===== config.mk =====
export PLATFORM = sky130hd
export DESIGN_NAME = dm_access_ctrl
export DESIGN_NICKNAME = d
export VERILOG_FILES = /design/src/rtl/dm_access_ctrl.sv
export SDC_FILE = /design/constraint.sdc
export NUM_CORES = 1
export LEC_CHECK = 0
export BUFFER_PORTS_ARGS = -buffer_cell sky130_fd_sc_hd__buf_2
export CAP_MARGIN = 20
export CORE_MARGIN = 5
export CORE_UTILIZATION = 45
export DETAILED_ROUTE_END_ITERATION = 10
export GPL_ROUTABILITY_DRIVEN = 0
export PLACE_DENSITY = 0.73
export SLEW_MARGIN = 20
export SYNTH_ARGS = -nofsm -noshare
export SYNTH_HDL_FRONTEND = slang
export SYNTH_SLANG_ARGS = --single-unit

===== constraint.sdc =====
create_clock -name clk -period 3.22 [get_ports clk]
set_input_delay 0.483 -clock clk [delete_from_list [all_inputs] [get_ports clk]]
set_output_delay 0.483 -clock clk [all_outputs]
set_load 0.01 [all_outputs]

===== src/rtl/dm_access_ctrl.sv =====
// rtl/dm_access_ctrl.sv - byte/word load-store sequencer for an 8-bit data memory (optional DMCTRL_ALIGN_CHECK_EN)
module dm_access_ctrl #(
  parameter int AW = 8,
  parameter int DW = 8
) (
  input  logic            clk,
  input  logic            Reset,
  input  logic            req_valid,
  output logic            req_ready,
  input  logic            req_we,
  input  logic            req_word,
  input  logic [AW-1:0]   req_addr,
  input  logic [2*DW-1:0] req_wdata,
  output logic            rsp_valid,
  output logic [2*DW-1:0] rsp_rdata,
  output logic            rsp_err,
  output logic [AW-1:0]   dm_address,
  output logic [DW-1:0]   dm_WriteD,
  output logic            dm_MemRead,
  output logic            dm_MemWrite,
  input  logic [DW-1:0]   dm_ReadD
);

  typedef enum logic [1:0] {
    IDLE = 2'd0,
    LO   = 2'd1,
    HI   = 2'd2,
    RESP = 2'd3
  } state_t;

  state_t            state_q, state_d;
  logic [AW-1:0]     a_addr_q, a_addr_d;
  logic              a_we_q, a_we_d;
  logic              a_word_q, a_word_d;
  logic [2*DW-1:0]   a_wdata_q, a_wdata_d;
  logic [2*DW-1:0]   rdata_q, rdata_d;
  logic              err_q, err_d;

  logic              req_ready_q, req_ready_d;
  logic              rsp_valid_q, rsp_valid_d;
  logic [2*DW-1:0]   rsp_rdata_q, rsp_rdata_d;
  logic              rsp_err_q, rsp_err_d;
  logic [AW-1:0]     dm_address_q, dm_address_d;
  logic [DW-1:0]     dm_WriteD_q, dm_WriteD_d;
  logic              dm_MemRead_q, dm_MemRead_d;
  logic              dm_MemWrite_q, dm_MemWrite_d;

  logic              align_err;

`ifdef DMCTRL_ALIGN_CHECK_EN
  // Odd-addressed word requests are refused before touching memory.
  assign align_err = req_word & req_addr[0];
`else
  assign align_err = 1'b0;
`endif

  // Next-state and request-register update; read bytes are merged into rdata as they arrive.
  always_comb begin
    state_d   = state_q;
    a_addr_d  = a_addr_q;
    a_we_d    = a_we_q;
    a_word_d  = a_word_q;
    a_wdata_d = a_wdata_q;
    rdata_d   = rdata_q;
    err_d     = err_q;
    case (state_q)
      IDLE: begin
        if (req_valid) begin
          a_addr_d  = req_addr;
          a_we_d    = req_we;
          a_word_d  = req_word;
          a_wdata_d = req_wdata;
          rdata_d   = '0;
          err_d     = align_err;
          state_d   = align_err ? RESP : LO;
        end
      end
      LO: begin
        if (!a_we_q) begin
          rdata_d[DW-1:0] = dm_ReadD;
        end
        state_d = a_word_q ? HI : RESP;
      end
      HI: begin
        if (!a_we_q) begin
          rdata_d[2*DW-1:DW] = dm_ReadD;
        end
        state_d = RESP;
      end
      default: begin
        state_d = IDLE;
      end
    endcase
  end

  // Outputs are computed for the state being entered so they can be registered glitch-free.
  always_comb begin
    dm_address_d  = '0;
    dm_WriteD_d   = '0;
    dm_MemRead_d  = 1'b0;
    dm_MemWrite_d = 1'b0;
    case (state_d)
      LO: begin
        dm_address_d  = a_addr_d;
        dm_WriteD_d   = a_we_d ? a_wdata_d[DW-1:0] : '0;
        dm_MemWrite_d = a_we_d;
        dm_MemRead_d  = ~a_we_d;
      end
      HI: begin
        dm_address_d  = a_addr_d + AW'(1);
        dm_WriteD_d   = a_we_d ? a_wdata_d[2*DW-1:DW] : '0;
        dm_MemWrite_d = a_we_d;
        dm_MemRead_d  = ~a_we_d;
      end
      default: begin
        dm_address_d  = '0;
      end
    endcase
    req_ready_d = (state_d == IDLE);
    rsp_valid_d = (state_d == RESP);
    rsp_rdata_d = (state_d == RESP) ? rdata_d : rsp_rdata_q;
    rsp_err_d   = (state_d == RESP) ? err_d : rsp_err_q;
  end

  // Single state register with registered outputs; reset aborts any access and drops the strobes at once.
  always_ff @(posedge clk or posedge Reset) begin
    if (Reset) begin
      state_q       <= IDLE;
      a_addr_q      <= '0;
      a_we_q        <= 1'b0;
      a_word_q      <= 1'b0;
      a_wdata_q     <= '0;
      rdata_q       <= '0;
      err_q         <= 1'b0;
      req_ready_q   <= 1'b1;
      rsp_valid_q   <= 1'b0;
      rsp_rdata_q   <= '0;
      rsp_err_q     <= 1'b0;
      dm_address_q  <= '0;
      dm_WriteD_q   <= '0;
      dm_MemRead_q  <= 1'b0;
      dm_MemWrite_q <= 1'b0;
    end else begin
      state_q       <= state_d;
      a_addr_q      <= a_addr_d;
      a_we_q        <= a_we_d;
      a_word_q      <= a_word_d;
      a_wdata_q     <= a_wdata_d;
      rdata_q       <= rdata_d;
      err_q         <= err_d;
      req_ready_q   <= req_ready_d;
      rsp_valid_q   <= rsp_valid_d;
      rsp_rdata_q   <= rsp_rdata_d;
      rsp_err_q     <= rsp_err_d;
      dm_address_q  <= dm_address_d;
      dm_WriteD_q   <= dm_WriteD_d;
      dm_MemRead_q  <= dm_MemRead_d;
      dm_MemWrite_q <= dm_MemWrite_d;
    end
  end

  assign req_ready   = req_ready_q;
  assign rsp_valid   = rsp_valid_q;
  assign rsp_rdata   = rsp_rdata_q;
  assign rsp_err     = rsp_err_q;
  assign dm_address  = dm_address_q;
  assign dm_WriteD   = dm_WriteD_q;
  assign dm_MemRead  = dm_MemRead_q;
  assign dm_MemWrite = dm_MemWrite_q;

endmodule


## After elaboration in Yosys (flattened, before gate mapping)

Cells that the tools add are included.

| storage, ports and cells | value |
|---|---|
| flip-flop bits (word level) | 82 |
| input port bits | 37 |
| logic and storage cells | 48 |

| operators by class | value |
|---|---|
| add/sub/neg operators | 1 |
| equal/unequal tests | 5 |
| muxes and demuxes | 22 |
| bitwise logic cells | 1 |
| reductions and logical operators | 4 |

Operators with widths:

| kind | number |
|---|---|
| 8-bit one-hot mux with 2 select lines | 4 |
| 16-bit 2-to-1 mux | 3 |
| 8-bit 2-to-1 mux | 6 |
| 8-bit by 1-bit adder with 8-bit output, second input constant | 1 |
| 1-bit 2-to-1 mux | 7 |
| 2-bit equality test, second input constant | 3 |
| 2-bit one-hot mux with 3 select lines | 1 |
| 2-bit by 1-bit equality test with 1-bit output, second input constant | 2 |
| 2-bit logical NOT | 2 |
| 2-bit 2-to-1 mux | 1 |
| 2-bit AND reduction | 1 |
| 2-bit OR reduction | 1 |
| 1-bit inverter | 1 |

## Depth between registers and ports, before layout

| depth | value |
|---|---|
| depth after elaboration | 5 |
| gate-level depth with buffers | 10 |
| depth with buffers taken out | 8 |

## Worst setup path before layout

Ideal clock, no wire load.

| path | value |
|---|---|
| path kind | register to register |
| from | register state_q[0] |
| to | register dm_address_q[6] (netlist: dm_address[6]) |
| setup time | 119 ps |
| arrival | 2,003 ps |
| data required time | 3,101 ps |
| slack | 1,098 ps |
| stages on the path, launching flop included | 11 |
| buffers on the path | 2 |
| cells stage by stage | dfrtp_1 > inv_1 > ha_1 > nand2_1 > buf_6 > buf_2 > mux2_2 > ha_1 > nand4_1 > nor2_1 > o21ba_1 |

| on the way | value |
|---|---|
| cells in the longest elaborated chain, start to end | 4 |

Ends and longest elaborated chain:

| item | line | text |
|---|---|---|
| start: declaration | 31 | `state_t state_q, state_d;` |
| start signal: assignment | 144 | `state_q <= state_d;` |
| 2-bit logical NOT | 66 | `case (state_q)` |
| 8-bit 2-to-1 mux | 66 |  |
| via a_addr_d[0] | 32 | `logic [AW-1:0] a_addr_q, a_addr_d;` |
| 8-bit by 1-bit adder with 8-bit output | 110 | `dm_address_d = a_addr_d + AW'(1);` |
| 8-bit one-hot mux with 2 select lines | 102 | `case (state_d)` |
| via dm_address_d[6] | 43 | `logic [AW-1:0] dm_address_q, dm_address_d;` |
| end signal: assignment | 155 | `dm_address_q <= dm_address_d;` |
| end: declaration | 43 |  |

The timed path passes the listed nets, and every way through them passes these cells.
A chain may end at the register's enable or synchronous reset.

## Final worst setup path

| path | value |
|---|---|
| from | register state_q[0] |
| to | register dm_MemRead_q (netlist: dm_MemRead) |

RTL lines:

| item | line | text |
|---|---|---|
| 2-bit logical NOT | 66 |  |
| 1-bit 2-to-1 mux | 66 |  |
| via a_we_d | 33 | `logic a_we_q, a_we_d;` |
| 1-bit inverter | 107, 113 |  |
| 1-bit 2-to-1 mux | -- |  |
| via dm_MemRead_d | 45 | `logic dm_MemRead_q, dm_MemRead_d;` |
| end signal: assignment | 157 | `dm_MemRead_q <= dm_MemRead_d;` |
| end: declaration | 45 |  |

The timed path passes the listed nets, and every way through them passes these cells.

==> summary.md <==
| Metric | Value |
|---|---|
| Post-synthesis area per instance | `~12 sq um` |
| Drt total wl | `slightly above 7000 um` |
| CP startpoint kind | `flip-flop` |
| Die outline area | `around 9600 sq um` |
| Antenna Diode Count | `0` |
| Combined global-route utilization of all metal layers | `15.77%` |
| Part of the cycle the worst path needs | `71.43%` |
| XOR/XNOR Fraction of Synth Area | `0.5040%` |
| Final critical path time including I/O delays and setup | `between 2 and 2.5 ns` |
| Net count, final | `400` |
| Sequential cell area | `about 2100 sq um` |
| Cell seen most often among critical-path stages | `sky130_fd_sc_hd__inv_1` |
| Final total negative setup slack | `0 ns` |
| Sinks on the clock net | `approximately 80` |
| Setup Fix Bufs, Post-CTS | `0` |
| Max capacitance violation total | `0` |
| TritonCTS clock tree | `built` |
| Per-cell via count in the routed design | `between 5 and 6` |
| Clock skew | `between 0.005 and 0.006 ns` |
| Number of instances in the synthesized netlist | `between 200 and 300` |
| Placement Rows | `32` |
| Hold_buf cts | `0` |
| Area growth from synthesis to final layout | `18.11%` |
| Cell internal power dissipation | `2.566 mW` |
| Cell area after synthesis | `approximately 3500 sq um` |
| Detail Route Antenna Nets | `0` |
| Clock power frac | `15.8%` |
| Die outline height | `roughly 98 um` |
| Final number of setup-violating endpoints | `0` |
| Total power of the final layout | `~4.3 mW` |
| Unrepaired setup endpoints after global routing | `false` |
| Proportion of layout cells with a drive suffix above 1 | `32.32%` |
| Reg clk slew, reported paths | `0.08 ns` |
| CTS H-Tree Depth | `3` |
| Post-synthesis register bit count | `approximately 80` |
| Antenna violations before repair | `0` |
| CP required | `3.50 ns` |
| Cts bufs inserted | `9` |
| Worst path cell trace | `inv_1, ha_1, nand2_1, buf_4, mux2i_2, inv_1, nor2_1` |
| Share of synthesized area spent on multiplexers | `15.91%` |
| CP arrival | `2.58 ns` |
| Most used cells in the layout excluding fill and tap cells | `81 x sky130_fd_sc_hd__dfrtp_1, 73 x sky130_fd_sc_hd__buf_2, 47 x sky130_fd_sc_hd__nand2_1` |
| Post-synthesis simple-gate area fraction | `~11%` |
| Sequential area share after synthesis | `between 50 and 60%` |
| Horiz. Die Dim | `97.89 um` |
| Worst IR drop on VDD | `0.5157 mV` |
| Synthesized-area fraction occupied by adder cells | `2.160%` |
| Most common cell after layout, fill and taps aside | `sky130_fd_sc_hd__dfrtp_1` |
| Net switching share of the total power | `39.79%` |
| Maximum clock insertion buffer count | `2` |
| Fill cell count | `between 600 and 700` |
| Number of synthesis warnings | `0` |
| Net switching power | `1.696 mW` |
| # IOs | `74` |
| Biggest cell delay along the critical path | `0.53 ns` |
| Highest net fanout along the worst path | `19` |
| Netlist cell types | `37` |
| CP bufs+invs | `3` |
| Worst slew pin tran | `0.8529 ns` |
| Synthesized netlist net count | `324` |
| Number of resized instances in the post-cts repair step | `0` |
| FMAX | `434.8 MHz` |
| Starting density of the core | `45.69%` |
| Total vias in the final route | `about 2.4k` |
| Overflow left after global routing | `0` |
| Areal power density over the cells | `1038 nW/um^2` |
| Clock latency on the worst-skew pair | `0.35 ns` |
| IO buf count | `73` |
| Number of max-slew violations in the final report | `0` |
| Wire length of the first global-routing pass | `12140 um` |
| Setup crit end kind | `flip-flop` |
| Combinational family with the most area after synthesis | `multiplexers` |
| Core area | `7607 sq um` |
| DPL Wire Length | `5240 um` |
| Run status | `complete, no violations` |
| Synth Area in Compound Gates | `8.423%` |
| Type of the most critical hold path | `input pin to asynchronous set/reset pin` |
| Cell at the root of the clock tree | `sky130_fd_sc_hd__clkbuf_8` |
| Total area of multi-input combinational cells | `1324 sq um` |
| Sequential fraction of design power | `a little under two fifths` |
| Number of global-route vias before repair | `~2.5k` |
| Iteration-0 DRC Markers | `57` |
| Detailed-route wire length per cell | `15.66 um` |
| Pin count of the biggest net entering global routing | `43` |
| Initial DRT Pass Iterations | `4` |
| Final Hold Fails | `0` |
| Cell leakage power | `about 2.1 nW` |
| Drc violations | `0` |
| Gate power share | `between 40% and 50%` |
| Slowest stage cell on the critical path | `sky130_fd_sc_hd__mux2i_2` |
| CP delay by family, top | `buffers and inverters` |
| Slew margin rel. | `42.93%` |
| Type of the worst setup path | `flip-flop to flip-flop` |
-- through the flow --
step / utilization [%] / cell area, sq um / hold slack [ns] / cells / worst slack (ns)
after floorplan: - / 3476 / 0.4499 / 281 / 0.6302
after global placement: 51.63 / 3928 / 0.4711 / 448 / 1.056
after detailed placement: 51.63 / 3928 / 0.4762 / 448 / 0.9179
after CTS: 53.96 / 4105 / 0.2363 / 464 / 0.8964
after global routing: 53.96 / 4105 / 0.2772 / 464 / 0.7413
final: 53.96 / 4105 / 0.2203 / 464 / 0.9200
-- layout make-up --
| type | count | area share [%] |
|---|---|---|
| inverters | 9 | 0.8534 |
| clock buffers | 10 | 3.353 |
| clock inverters | 6 | 0.9753 |
| repair buffers | 76 | 9.448 |
| flip-flops and latches | 82 | 50.02 |
| well taps | 102 | 3.109 |
| multi-input cells | 179 | 32.25 |
-- routing by layer --
metal	part of all wire [%]	vias up	routed length (um)	track usage [%]
met5	0	-	0	0
met4	1.6	0	118	6.070
met3	5.4	11	395	3.786
met2	47	67	3388	24.66
met1	46	1157	3362	21.33
li1	-	1129	-	-
-- state kept, by name (all words and copies together), names as in the netlist --
name and count:
dm_MemRead 1, err_q 1, rsp_err 1, rsp_rdata 16
a_we_q 1, rsp_valid 1, state_q 2, a_word_q 1
dm_WriteD 8, a_addr_q 8, a_wdata_q 16, dm_address 8
req_ready 1, dm_MemWrite 1, rdata_q 16
-- synth_stat cells --
cell type                  number  area, sq um
sky130_fd_sc_hd__a21oi_1       10        50.05
sky130_fd_sc_hd__a21oi_2        1        8.760
sky130_fd_sc_hd__a22o_1        16        140.1
sky130_fd_sc_hd__a311o_1        1        10.01
sky130_fd_sc_hd__a31o_2         1        8.760
sky130_fd_sc_hd__a32o_1         1        10.01
sky130_fd_sc_hd__a32oi_1        2        17.52
sky130_fd_sc_hd__and2_1         2        12.51
sky130_fd_sc_hd__buf_2          4        20.02
sky130_fd_sc_hd__buf_4          1        7.510
sky130_fd_sc_hd__buf_6          2        22.52
sky130_fd_sc_hd__clkbuf_1       4        15.01
sky130_fd_sc_hd__dfrtp_1       81         2027
sky130_fd_sc_hd__dfstp_2        1        26.28
sky130_fd_sc_hd__ha_1           6        75.07
sky130_fd_sc_hd__inv_1          8        30.03
sky130_fd_sc_hd__inv_2          1        3.750
sky130_fd_sc_hd__mux2_1        25        281.5
sky130_fd_sc_hd__mux2_2         7        78.83
sky130_fd_sc_hd__mux2_4         9        135.1
sky130_fd_sc_hd__mux2i_1        3        30.03
sky130_fd_sc_hd__mux2i_2        2        27.53
sky130_fd_sc_hd__nand2_1       47        176.4
sky130_fd_sc_hd__nand2_4        1        11.26
sky130_fd_sc_hd__nand2b_1       9        56.30
sky130_fd_sc_hd__nand2b_2       1        8.760
sky130_fd_sc_hd__nand3_1       13        65.06
sky130_fd_sc_hd__nand4_1        2        12.51
sky130_fd_sc_hd__nor2_1         8        30.03
sky130_fd_sc_hd__nor2b_1        1        6.260
sky130_fd_sc_hd__o21ai_0        2        10.01
sky130_fd_sc_hd__o21ai_1        4        20.02
sky130_fd_sc_hd__o21ba_1        1        10.01
sky130_fd_sc_hd__o31ai_1        1        7.510
sky130_fd_sc_hd__or3_1          1        6.260
sky130_fd_sc_hd__xnor2_1        1        8.760
sky130_fd_sc_hd__xor2_1         1        8.760
-- final timing paths --
kind	cells past startpoint	endpoint	from	slack, ns
max	7	dm_MemRead$_DFF_PP0_	state_q[0]$_DFF_PP0_	0.92
min	2	rsp_rdata[14]$_DFFE_PP0P_	Reset	0.22
max reg2reg	7	dm_MemRead$_DFF_PP0_	state_q[0]$_DFF_PP0_	0.92
min reg2reg	1	rsp_rdata[4]$_DFFE_PP0P_	rsp_rdata[4]$_DFFE_PP0P_	0.49
max in group asynchronous	3	req_ready$_DFF_PP1_	Reset	2.20
min in group clk	2	a_wdata_q[2]$_DFF_PP0_	req_wdata[2]	0.38
-- power groups by stage --
stage / Combinational (mW) / Sequential, mW / Clock [mW]
CTS: 1.98 / 1.64 / 0.690
finish: 1.96 / 1.63 / 0.673
global placement: 1.92 / 1.63 / 0
global route: 2.18 / 1.68 / 0.737
floorplan: 1.47 / 1.65 / 0
detailed placement: 1.97 / 1.66 / 0
-- logic make-up (layout without fill, tap and decap cells) --
group / count (synthesis) / count (layout)
compound gates: 40 / 40
simple gates: 85 / 85
mux: 46 / 46
xor+xnor: 2 / 2
buf+inv: 20 / 101
fa+ha+maj: 6 / 6
flops: 82 / 82
Power figures use the tool's default switching activity.
